File: src/rtl/branch_resolve_unit.sv
// Branch resolution: compare A/B under control, pick next PC, flag mispredicts; optional stats (BRANCH_STATS_EN).
// Latency 2 cycles accept->out_valid, one result per cycle when unstalled.
// Backpressure: S2 holds while out_valid && !out_ready; in_ready drops once S1 is also full; flush keeps in_ready high.
module branch_resolve_unit #(
    parameter int XLEN  = 32,
    parameter int CNT_W = 32
) (
    input  logic            clk,
    input  logic            rst,
    input  logic            in_valid,
    output logic            in_ready,
    input  logic [3:0]      control,
    input  logic [XLEN-1:0] A,
    input  logic [XLEN-1:0] B,
    input  logic [XLEN-1:0] pc,
    input  logic [XLEN-1:0] imm,
    input  logic            pred_taken,
    input  logic            flush,
    output logic            out_valid,
    input  logic            out_ready,
    output logic            out_taken,
    output logic [XLEN-1:0] out_target,
    output logic            out_mispredict,
    output logic            out_illegal
`ifdef BRANCH_STATS_EN
    ,
    output logic [CNT_W-1:0] stat_branches,
    output logic [CNT_W-1:0] stat_taken,
    output logic [CNT_W-1:0] stat_mispredict
`endif
);

    logic            s1_valid_q, s1_valid_d;
    logic            s1_taken_q, s1_taken_d;
    logic            s1_pred_q, s1_pred_d;
    logic            s1_illegal_q, s1_illegal_d;
    logic [XLEN-1:0] s1_tgt_q, s1_tgt_d;
    logic [XLEN-1:0] s1_seq_q, s1_seq_d;

    logic            out_valid_q, out_valid_d;
    logic            out_taken_q, out_taken_d;
    logic            out_mispredict_q, out_mispredict_d;
    logic            out_illegal_q, out_illegal_d;
    logic [XLEN-1:0] out_target_q, out_target_d;

    logic cmp_taken, cmp_illegal;
    logic s2_load, accept;

    always_comb begin
        cmp_taken   = 1'b0;
        cmp_illegal = 1'b0;
        case (control)
            4'b0000: cmp_taken = (A == B);
            4'b0001: cmp_taken = (A != B);
            4'b0010: cmp_taken = ($signed(A) <  $signed(B));
            4'b0011: cmp_taken = ($signed(A) >= $signed(B));
            4'b0100: cmp_taken = (A <  B);
            4'b0101: cmp_taken = (A >= B);
            default: cmp_illegal = 1'b1;
        endcase
    end

    // flush wins over everything, and the producer is never stalled while it is asserted
    assign s2_load  = !out_valid_q || out_ready;
    assign in_ready = flush || !s1_valid_q || s2_load;
    assign accept   = in_valid && in_ready && !flush;

    always_comb begin
        s1_valid_d   = s1_valid_q;
        s1_taken_d   = s1_taken_q;
        s1_pred_d    = s1_pred_q;
        s1_illegal_d = s1_illegal_q;
        s1_tgt_d     = s1_tgt_q;
        s1_seq_d     = s1_seq_q;
        if (flush) begin
            s1_valid_d = 1'b0;
        end else if (accept) begin
            s1_valid_d   = 1'b1;
            s1_taken_d   = cmp_taken;
            s1_pred_d    = pred_taken;
            s1_illegal_d = cmp_illegal;
            s1_tgt_d     = pc + imm;
            s1_seq_d     = pc + XLEN'(4);
        end else if (s2_load) begin
            s1_valid_d = 1'b0;
        end
    end

    always_comb begin
        out_valid_d      = out_valid_q;
        out_taken_d      = out_taken_q;
        out_mispredict_d = out_mispredict_q;
        out_illegal_d    = out_illegal_q;
        out_target_d     = out_target_q;
        if (flush) begin
            out_valid_d = 1'b0;
        end else if (s2_load) begin
            out_valid_d = s1_valid_q;
            if (s1_valid_q) begin
                out_taken_d      = s1_taken_q;
                out_mispredict_d = s1_taken_q != s1_pred_q;
                out_illegal_d    = s1_illegal_q;
                out_target_d     = s1_taken_q ? s1_tgt_q : s1_seq_q;
            end
        end
    end

    always_ff @(posedge clk or posedge rst) begin
        if (rst) begin
            s1_valid_q       <= 1'b0;
            s1_taken_q       <= 1'b0;
            s1_pred_q        <= 1'b0;
            s1_illegal_q     <= 1'b0;
            s1_tgt_q         <= '0;
            s1_seq_q         <= '0;
            out_valid_q      <= 1'b0;
            out_taken_q      <= 1'b0;
            out_mispredict_q <= 1'b0;
            out_illegal_q    <= 1'b0;
            out_target_q     <= '0;
        end else begin
            s1_valid_q       <= s1_valid_d;
            s1_taken_q       <= s1_taken_d;
            s1_pred_q        <= s1_pred_d;
            s1_illegal_q     <= s1_illegal_d;
            s1_tgt_q         <= s1_tgt_d;
            s1_seq_q         <= s1_seq_d;
            out_valid_q      <= out_valid_d;
            out_taken_q      <= out_taken_d;
            out_mispredict_q <= out_mispredict_d;
            out_illegal_q    <= out_illegal_d;
            out_target_q     <= out_target_d;
        end
    end

    assign out_valid      = out_valid_q;
    assign out_taken      = out_taken_q;
    assign out_mispredict = out_mispredict_q;
    assign out_illegal    = out_illegal_q;
    assign out_target     = out_target_q;

`ifdef BRANCH_STATS_EN
    logic [CNT_W-1:0] stat_branches_q, stat_branches_d;
    logic [CNT_W-1:0] stat_taken_q, stat_taken_d;
    logic [CNT_W-1:0] stat_mispredict_q, stat_mispredict_d;
    logic             out_hs;

    // a result discarded by a same-cycle flush is not considered delivered
    assign out_hs = out_valid_q && out_ready && !flush;

    always_comb begin
        stat_branches_d   = stat_branches_q;
        stat_taken_d      = stat_taken_q;
        stat_mispredict_d = stat_mispredict_q;
        if (out_hs) begin
            if (stat_branches_q != '1)
                stat_branches_d = stat_branches_q + CNT_W'(1);
            if (out_taken_q && stat_taken_q != '1)
                stat_taken_d = stat_taken_q + CNT_W'(1);
            if (out_mispredict_q && stat_mispredict_q != '1)
                stat_mispredict_d = stat_mispredict_q + CNT_W'(1);
        end
    end

    always_ff @(posedge clk or posedge rst) begin
        if (rst) begin
            stat_branches_q   <= '0;
            stat_taken_q      <= '0;
            stat_mispredict_q <= '0;
        end else begin
            stat_branches_q   <= stat_branches_d;
            stat_taken_q      <= stat_taken_d;
            stat_mispredict_q <= stat_mispredict_d;
        end
    end

    assign stat_branches   = stat_branches_q;
    assign stat_taken      = stat_taken_q;
    assign stat_mispredict = stat_mispredict_q;
`endif

endmodule

File: config.mk
export PLATFORM = sky130hd
export DESIGN_NAME = branch_resolve_unit
export DESIGN_NICKNAME = d
export VERILOG_FILES = /design/src/rtl/branch_resolve_unit.sv
export SDC_FILE = /design/constraint.sdc
export NUM_CORES = 1
export LEC_CHECK = 0
export ABC_CLOCK_PERIOD_IN_PS = 8189
export CORE_MARGIN = 3
export CORE_UTILIZATION = 55
export CTS_BUF_LIST = sky130_fd_sc_hd__clkbuf_8
export DETAILED_ROUTE_END_ITERATION = 7
export DONT_BUFFER_PORTS = 1
export PLACE_DENSITY = 0.7
export SKIP_CTS_REPAIR_TIMING = 1
export SLEW_MARGIN = 10
export SYNTH_ARGS = -nofsm -noshare
export SYNTH_HDL_FRONTEND = slang
export SYNTH_SLANG_ARGS = --single-unit
File: constraint.sdc
create_clock -name clk -period 8.19 [get_ports clk]
set_clock_uncertainty 0.15 [all_clocks]
set_input_delay 1.638 -clock clk [delete_from_list [all_inputs] [get_ports clk]]
set_output_delay 1.638 -clock clk [all_outputs]
set_load 0.03 [all_outputs]
**Yosys cells after proc, flatten, opt, wreduce, memory -nomap -nowiden**

Index checks and enable logic that the tools add are counted.

- Add/subtract/negate cells: 2
- Magnitude comparators: 4
- Equality and inequality tests: 8
- Multiplexer cells: 8
- Bitwise logic cells: 1
- Reductions and logical operators: 14

Operators by type and width:

| kind | count |
|---|---|
| 32-bit >= comparator | 2 |
| 32-bit less-than comparator | 2 |
| 32-bit by 3-bit adder with 32-bit output (second input constant) | 1 |
| 32-bit adder | 1 |
| 32-bit == test | 1 |
| 32-bit two-way mux | 1 |
| 32-bit inequality test | 1 |
| 4-bit by 2-bit == test with 1-bit output (second input constant) | 2 |
| 4-bit by 3-bit == test with 1-bit output (second input constant) | 2 |
| 1-bit two-way mux | 6 |
| 1-bit one-hot mux with 6 select lines | 1 |
| 6-bit OR reduction | 1 |
| 4-bit by 1-bit == test with 1-bit output (second input constant) | 1 |
| 4-bit logical NOT | 1 |
| 1-bit logical NOT | 3 |
| 1-bit logical OR | 3 |
| 3-bit AND reduction | 1 |
| 3-bit nonzero test | 1 |
| 1-bit logical AND | 2 |
| 2-bit AND reduction | 1 |
| 2-bit nonzero test | 1 |
| 1-bit inequality test | 1 |
| 1-bit inverter | 1 |

- Register bits: 104
- Output and inout port bits: 37
- Word-level logic and storage cells: 48

**Longest topological paths before layout**

Gate-level depths: netlist (run 1).

- Word-level depth: 7
- Gate-level depth with buffers: 11
- Depth with buffers taken out: 11

**Worst setup path before layout (run 1)**

No wires, ideal clock.

- Path type: in2reg
- Start point: input pc[0]
- End point: register s1_tgt_q[20]
- Data arrival time: 3.765 ns
- Slack: 4.206 ns
- Cell stages on the path: 11
- Buffers on the path: 0
- Cell sequence: ha_1 -> inv_1 -> fa_1 -> nor2b_1 -> o31a_1 -> o31a_2 -> a41o_2 -> a31oi_2 -> o21a_1 -> or4_1 -> nand3_1

- Word-level cells in the longest chain between the ends: 1

Ends and longest elaborated chain:

| element | line | RTL |
|---|---|---|
| from (decl) | 15 | `input logic [XLEN-1:0] pc,` |
| 32-bit adder | 82 | `s1_tgt_d = pc + imm;` |
| to (signal assigned) | 126 | `s1_tgt_q <= s1_tgt_d;` |
| to (decl) | 37 | `logic [XLEN-1:0] s1_tgt_q, s1_tgt_d;` |

No other way between the ends.
A chain may end at the register's enable or synchronous reset.

**Worst setup path in the final report (run 1)**

- Start point: input out_ready
- End point: output in_ready

- Word-level cells in the longest chain between the ends: 2

Ends and longest elaborated chain:

| element | line | RTL |
|---|---|---|
| from (decl) | 20 | `input logic out_ready,` |
| 1-bit logical OR | 64 | `assign s2_load = !out_valid_q \|\| out_ready;` |
| 1-bit logical OR | 65 | `assign in_ready = flush \|\| !s1_valid_q \|\| s2_load;` |
| to (decl) | 11 | `output logic in_ready,` |

No other way between the ends.

==> results of run 1 <==
==> state kept, by name (all words and copies together), names as in the netlist <==
name and cells:
out_valid 1, s1_seq_q 32, out_mispredict 1, s1_valid_q 1
out_illegal 1, s1_illegal_q 1, s1_pred_q 1, s1_taken_q 1
out_target 32, s1_tgt_q 32, out_taken 1
==> power by group <==
part / switching, W / total (W) / internal (W)
combinational: 0.000182 / 0.000331 / 0.000150
sequential: 0.000167 / 0.000780 / 0.000612
clock: 0.000186 / 0.000389 / 0.000203
total: 0.000535 / 0.00150 / 0.000964
==> cells by family (layout without fill, tap and decap cells) <==
| logic type | Yosys count | in the layout |
|---|---|---|
| muxes | 36 | 36 |
| and+or+nand+nor | 266 | 266 |
| AOI/OAI and AO/OA | 210 | 210 |
| xor gates and xnor gates | 48 | 48 |
| DFF | 104 | 104 |
| adders and majority gates | 65 | 65 |
| buffers and inverters | 78 | 70 |
==> cell type report <==
| cell class | count | share of cell area, % |
|---|---|---|
| Clock inverter | 7 | 1.60 |
| Multi-Input combinational cell | 625 | 56.3 |
| Timing Repair Buffer | 4 | 0.400 |
| Tap cell | 168 | 2.80 |
| Inverter | 50 | 2.53 |
| Clock buffer | 9 | 1.65 |
| Sequential cell | 104 | 34.7 |
==> stage by stage <==
step           util, %  total power (W)
2_1_floorplan        -          0.00104
3_3_place_gp      58.8          0.00111
3_5_place_dp      58.8          0.00112
4_1_cts           60.7          0.00151
5_1_grt           60.7          0.00159
6_report          60.7          0.00150
==> layer usage <==
layer  up-vias  share of wire [%]  global-route usage, %
li1       2850                  -                      -
met1      2708                 43                   29.9
met2       176                 49                   40.6
met3        10                7.3                   6.83
met4         0               0.72                   4.44
met5         -                  0                      0
==> layout by cell type (no fill, tap or decap), drive strengths merged, types with 7 or more instances in the layout <==
cell and count:
dfrtp 104, nand2 84, a21oi 84, nor2 80, ha 64, o21ai 55, inv 50, mux2i 32
xnor2 27, nand3 22, nand4 21, xor2 21, nor3 14, o21a 11, a21o 10, clkbuf 9
o31ai 9, a31oi 8, and3 7
==> final timing paths <==
path	start	end	slack (ns)	depth (start not counted)
setup reg to reg	out_valid$_DFFE_PP0P_	s1_tgt_q[30]$_DFFE_PP0P_	5.15	7
setup / recovery	out_ready	in_ready	4.03	2
hold / removal	s1_seq_q[31]$_DFFE_PP0P_	s1_seq_q[31]$_DFFE_PP0P_	0.34	2
max in group asynchronous	rst	out_taken$_DFFE_PP0P_	5.64	2
min in group asynchronous	rst	s1_tgt_q[30]$_DFFE_PP0P_	1.01	1
hold reg to reg	s1_seq_q[31]$_DFFE_PP0P_	s1_seq_q[31]$_DFFE_PP0P_	0.34	2
==> worst reg2reg max path, delay by kind of cell (launching register included) <==
kind | cells | cell delay, ns
AO/OA/AOI/OAI | 1 | 0.22
buffers and inverters | 1 | 0.71
flip-flops | 1 | 0.52
AND/OR/NAND/NOR | 5 | 1.33
==> flow_metrics.py, run 1 <==
metrics = {
    "outcome": {
        "status": "finished clean",
    },
    "flow_run": {
        "maxCapViolCount": 0,
    },
    "clocking": {
        "clk_latency_ns": 0.38,
        "cts_tree": "yes",
        "cts_root_buf": "clkbuf_8",
        "clkTransAtPathRegs_ns": 0.09,
        "cts_buffers": 9,
        "cts-htree-levels": 3,
        "clkSinkCount": 104,
        "clockBufferDepth": 2,
    },
    "floorplanning": {
        "io_pins": 175,
        "die_area_mm2": 0.0144,
        "rows": 40,
        "die_width_um": 120,
        "initial_core_util_pct": 57.8,
        "die_y_um": 120,
        "core-area_mm2": 0.0124,
    },
    "logic_synthesis": {
        "synth_fp_nets": 1010,
        "synth_fa_ha_area_share_pct": 11.5,
        "synth_most_common_cell": "dfrtp_1",
        "synth_xor_area_share_pct": 5.89,
        "yosysUniqueCellTypes": 74,
        "synth.avg_cell_area_um2": 8.85,
        "synthArstFlopShare_pct": 100,
        "ys_top_cells_by_area": "dfrtp_1, ha_1, a21oi_1",
        "yosys_warnings": 0,
        "yosys.area_share.simple_pct": 17.8,
        "synth-seq-area-share_pct": 36.4,
        "ys_ff_latch": 104,
        "synth_edf_count": 0,
        "synth_compound_gate_area_share_pct": 18.8,
        "synth_top_family_by_area": "compound AO/OA/AOI/OAI gates",
        "yosys.area.top_type_share_pct": 36.4,
        "synth_common_cells": "dfrtp_1, nand2_1, a21oi_1",
        "ys.flop_type": "dfrtp_1",
        "muxShareOfSynthArea_pct": 5.12,
        "synth_cells": 807,
        "netlist_area_mm2": 0.00714,
        "synth_area_leader_cell": "dfrtp_1",
    },
    "min_path": {
        "min_path_type": "reg2reg",
    },
    "cells_and_area": {
        "multiInputGateArea_mm2": 0.00423,
        "regArea_mm2": 0.00260,
        "design_area_mm2": 0.00751,
        "fillers": 1091,
        "fin_nets": 997,
        "antenna_cells": 0,
        "syn_to_final_growth_pct": 5.13,
        "drive_above_1_share_pct": 6.63,
        "final_cells": 967,
    },
    "sta": {
        "layout_setup_ws_ns": 4.03,
        "clock.fmax_mhz": 240,
        "min_period_ns": 4.16,
        "hold_viol": 0,
        "rsz0062_at_grt": "false",
        "worst_slew_pin_slew_ns": 1.12,
        "tns_ns": 0,
        "max_slew_margin_pct": 25.7,
        "finalHoldWorstSlack_ns": 0.339,
        "period_share_pct": 50.8,
        "drv_slew": 0,
        "finalSetupViolCount": 0,
    },
    "route": {
        "wl_per_cell_um": 17.4,
        "postRouteAntennaNets": 0,
        "vias": 5744,
        "drtIter0Drc": 247,
        "drt-vias-per-instance": 5.94,
        "drc": 0,
        "first_pass_iters": 5,
        "wirelength_um": 16900,
    },
    "power_and_ir_drop": {
        "p_leak_nw": 3.26,
        "peakVddDrop_v": 0.000135,
        "power_density_mw_per_mm2": 200,
    },
    "placement": {
        "port-buffer-count": 0,
        "pre_cts_slack_ns": 3.93,
        "dpl.cell_count": 951,
        "gp_congestion": 0.865,
        "dpl_cell_area_mm2": 0.00726,
        "hpwl_um": 12800,
    },
    "global_routing": {
        "grtUsageTotal_pct": 23.6,
        "grt_pass1_vias": 5757,
        "grt_pass1_wl_um": 27900,
        "grt-ovfl-total": 0,
        "antenna_found_initial": 0,
        "grt_max_degree": 105,
    },
    "setup_path": {
        "end_kind": "output port",
        "slowest_stage": "nand3b_1",
        "critPathRequiredTime_ns": 6.40,
        "crit_buf_inv": 0,
        "cp_max_fo": 4,
        "max_stage_delay_ns": 0.39,
        "cp-start-kind": "input pin",
        "cp_top_family": "simple AND/OR/NAND/NOR gates",
        "path_cells": "nor2b_1, nand3b_1",
        "crit_arrival_ns": 2.37,
        "critPathKind": "in2out",
    },
}
Power figures use the tool's default switching activity.
==> run 2: changes to the inputs <==
--- a/config.mk
+++ b/config.mk
@@ -5,7 +5,7 @@
 export SDC_FILE = /design/constraint.sdc
 export NUM_CORES = 1
 export LEC_CHECK = 0
-export ABC_CLOCK_PERIOD_IN_PS = 8189
+export ABC_CLOCK_PERIOD_IN_PS = 3950
 export CORE_MARGIN = 3
 export CORE_UTILIZATION = 55
 export CTS_BUF_LIST = sky130_fd_sc_hd__clkbuf_8
==> constraint.sdc (replaced) <==
create_clock -name clk -period 3.95 [get_ports clk]
set_clock_uncertainty 0.15 [all_clocks]
set_input_delay 0.79 -clock clk [delete_from_list [all_inputs] [get_ports clk]]
set_output_delay 0.79 -clock clk [all_outputs]
set_load 0.03 [all_outputs]
==> flow_metrics.py, run 2 (synthesized netlist as in run 1, its figures left out) <==
metrics = {
    "global_routing": {
        "grt_pass1_vias": 5959,
        "grt-ovfl-total": 0,
        "grtUsageTotal_pct": 24.2,
        "grt_pass1_wl_um": 28600,
        "antenna_found_initial": 0,
        "grt_max_degree": 105,
    },
    "cells_and_area": {
        "syn_to_final_growth_pct": 4.33,
        "multiInputGateArea_mm2": 0.00423,
        "fillers": 1120,
        "drive_above_1_share_pct": 6.51,
        "layout_commonest_cell": "dfrtp_1",
        "design_area_mm2": 0.00745,
        "fin_nets": 999,
        "antenna_cells": 0,
        "regArea_mm2": 0.00260,
        "most-common-layout-cells": "dfrtp_1, nand2_1, a21oi_1",
        "post-route-util_pct": 60.3,
    },
    "clocking": {
        "clkSinkCount": 104,
        "cts_buffers": 9,
        "cts_root_buf": "clkbuf_8",
        "cts-htree-levels": 3,
        "clockBufferDepth": 2,
        "cts_tree": "yes",
        "clkTransAtPathRegs_ns": 0.10,
        "clk_latency_ns": 0.38,
    },
    "floorplanning": {
        "die_width_um": 120,
        "die_area_mm2": 0.0144,
        "rows": 40,
        "core-area_mm2": 0.0124,
        "initial_core_util_pct": 57.8,
        "io_pins": 175,
        "die_y_um": 120,
    },
    "route": {
        "wl_per_cell_um": 17.4,
        "vias": 5801,
        "drc": 0,
        "drtIter0Drc": 291,
        "wirelength_um": 16800,
        "postRouteAntennaNets": 0,
        "first_pass_iters": 4,
        "drt-vias-per-instance": 6.00,
    },
    "sta": {
        "finalSetupViolCount": 0,
        "clock.fmax_mhz": 334,
        "max_slew_margin_pct": 23.5,
        "drv_slew": 0,
        "worst_slew_pin_slew_ns": 1.15,
        "hold_viol": 0,
        "period_share_pct": 75.7,
        "tns_ns": 0,
        "rsz0062_at_grt": "false",
        "min_period_ns": 2.99,
    },
    "setup_path": {
        "end_kind": "flop",
        "cp_max_fo": 4,
        "critPathKind": "in2reg",
        "critPathRequiredTime_ns": 4.12,
        "crit_arrival_ns": 3.16,
        "cp-start-kind": "input pin",
    },
    "power_and_ir_drop": {
        "power_density_mw_per_mm2": 389,
        "peakVddDrop_v": 0.000270,
        "power_w": 0.00290,
        "p_leak_nw": 3.25,
    },
    "placement": {
        "port-buffer-count": 0,
        "dpl_cell_area_mm2": 0.00729,
        "hpwl_um": 13100,
        "gp_congestion": 0.871,
    },
    "flow_run": {
        "maxCapViolCount": 0,
    },
    "min_path": {
        "min_path_type": "in2async",
    },
    "outcome": {
        "status": "finished clean",
    },
}
==> run 2: final timing paths <==
check                                    startpoint                    endpoint  slack [ns]  cells past startpoint
min                                             rst       out_valid$_DFFE_PP0P_        0.25                      1
max reg2reg                   out_valid$_DFFE_PP0P_    s1_tgt_q[30]$_DFFE_PP0P_        1.17                      7
max in group asynchronous                       rst  out_target[27]$_DFFE_PP0P_        2.57                      2
min reg2reg                s1_seq_q[18]$_DFFE_PP0P_    s1_seq_q[18]$_DFFE_PP0P_        0.34                      2
min in group clk                              flush       out_valid$_DFFE_PP0P_        0.31                      1
max                                           pc[0]    s1_tgt_q[20]$_DFFE_PP0P_        0.96                     11
==> run 2: report_power, final <==
part / total, W / internal, W / switching [W]
Sequential: 0.00161 / 0.00127 / 0.000344
Clock: 0.000596 / 0.000224 / 0.000372
Combinational: 0.000688 / 0.000313 / 0.000375
Total: 0.00290 / 0.00181 / 0.00109
==> run 2: final cells by class <==
cell class | count | share of cell area [%]
clock buffers | 9 | 1.66
clock inverters | 5 | 0.470
inverters | 50 | 2.55
multi-input cells | 625 | 56.8
flip-flops and latches | 104 | 35.0
well taps | 168 | 2.82
repair buffers | 6 | 0.773
==> run 2: through the flow <==
stage / hold slack [ns] / setup WS [ns] / std cells
global route: 0.298 / 0.821 / 967
global placement: 0.307 / 0.640 / 953
CTS: 0.296 / 0.982 / 967
detailed placement: 0.319 / 0.573 / 953
floorplan: 0.295 / 0.278 / 807
finish: 0.253 / 0.959 / 967
==> run 2: routing by layer <==
metal | up-vias | global-route usage (%) | routed length (µm)
li1 | 2852 | - | -
met1 | 2716 | 31.5 | 7220
met2 | 205 | 39.8 | 8040
met3 | 28 | 5.33 | 1210
met4 | 0 | 8.23 | 357
met5 | - | 0 | 0
==> run 2: critical path, stage by stage <==
cell and delay, ns:
ha_1 0.17, inv_1 0.07, fa_1 0.40, nor2b_1 0.16
o31a_1 0.18, o31a_2 0.22, a41o_2 0.28, a31oi_2 0.12
o21a_1 0.24, or4_1 0.47, nand3_1 0.08
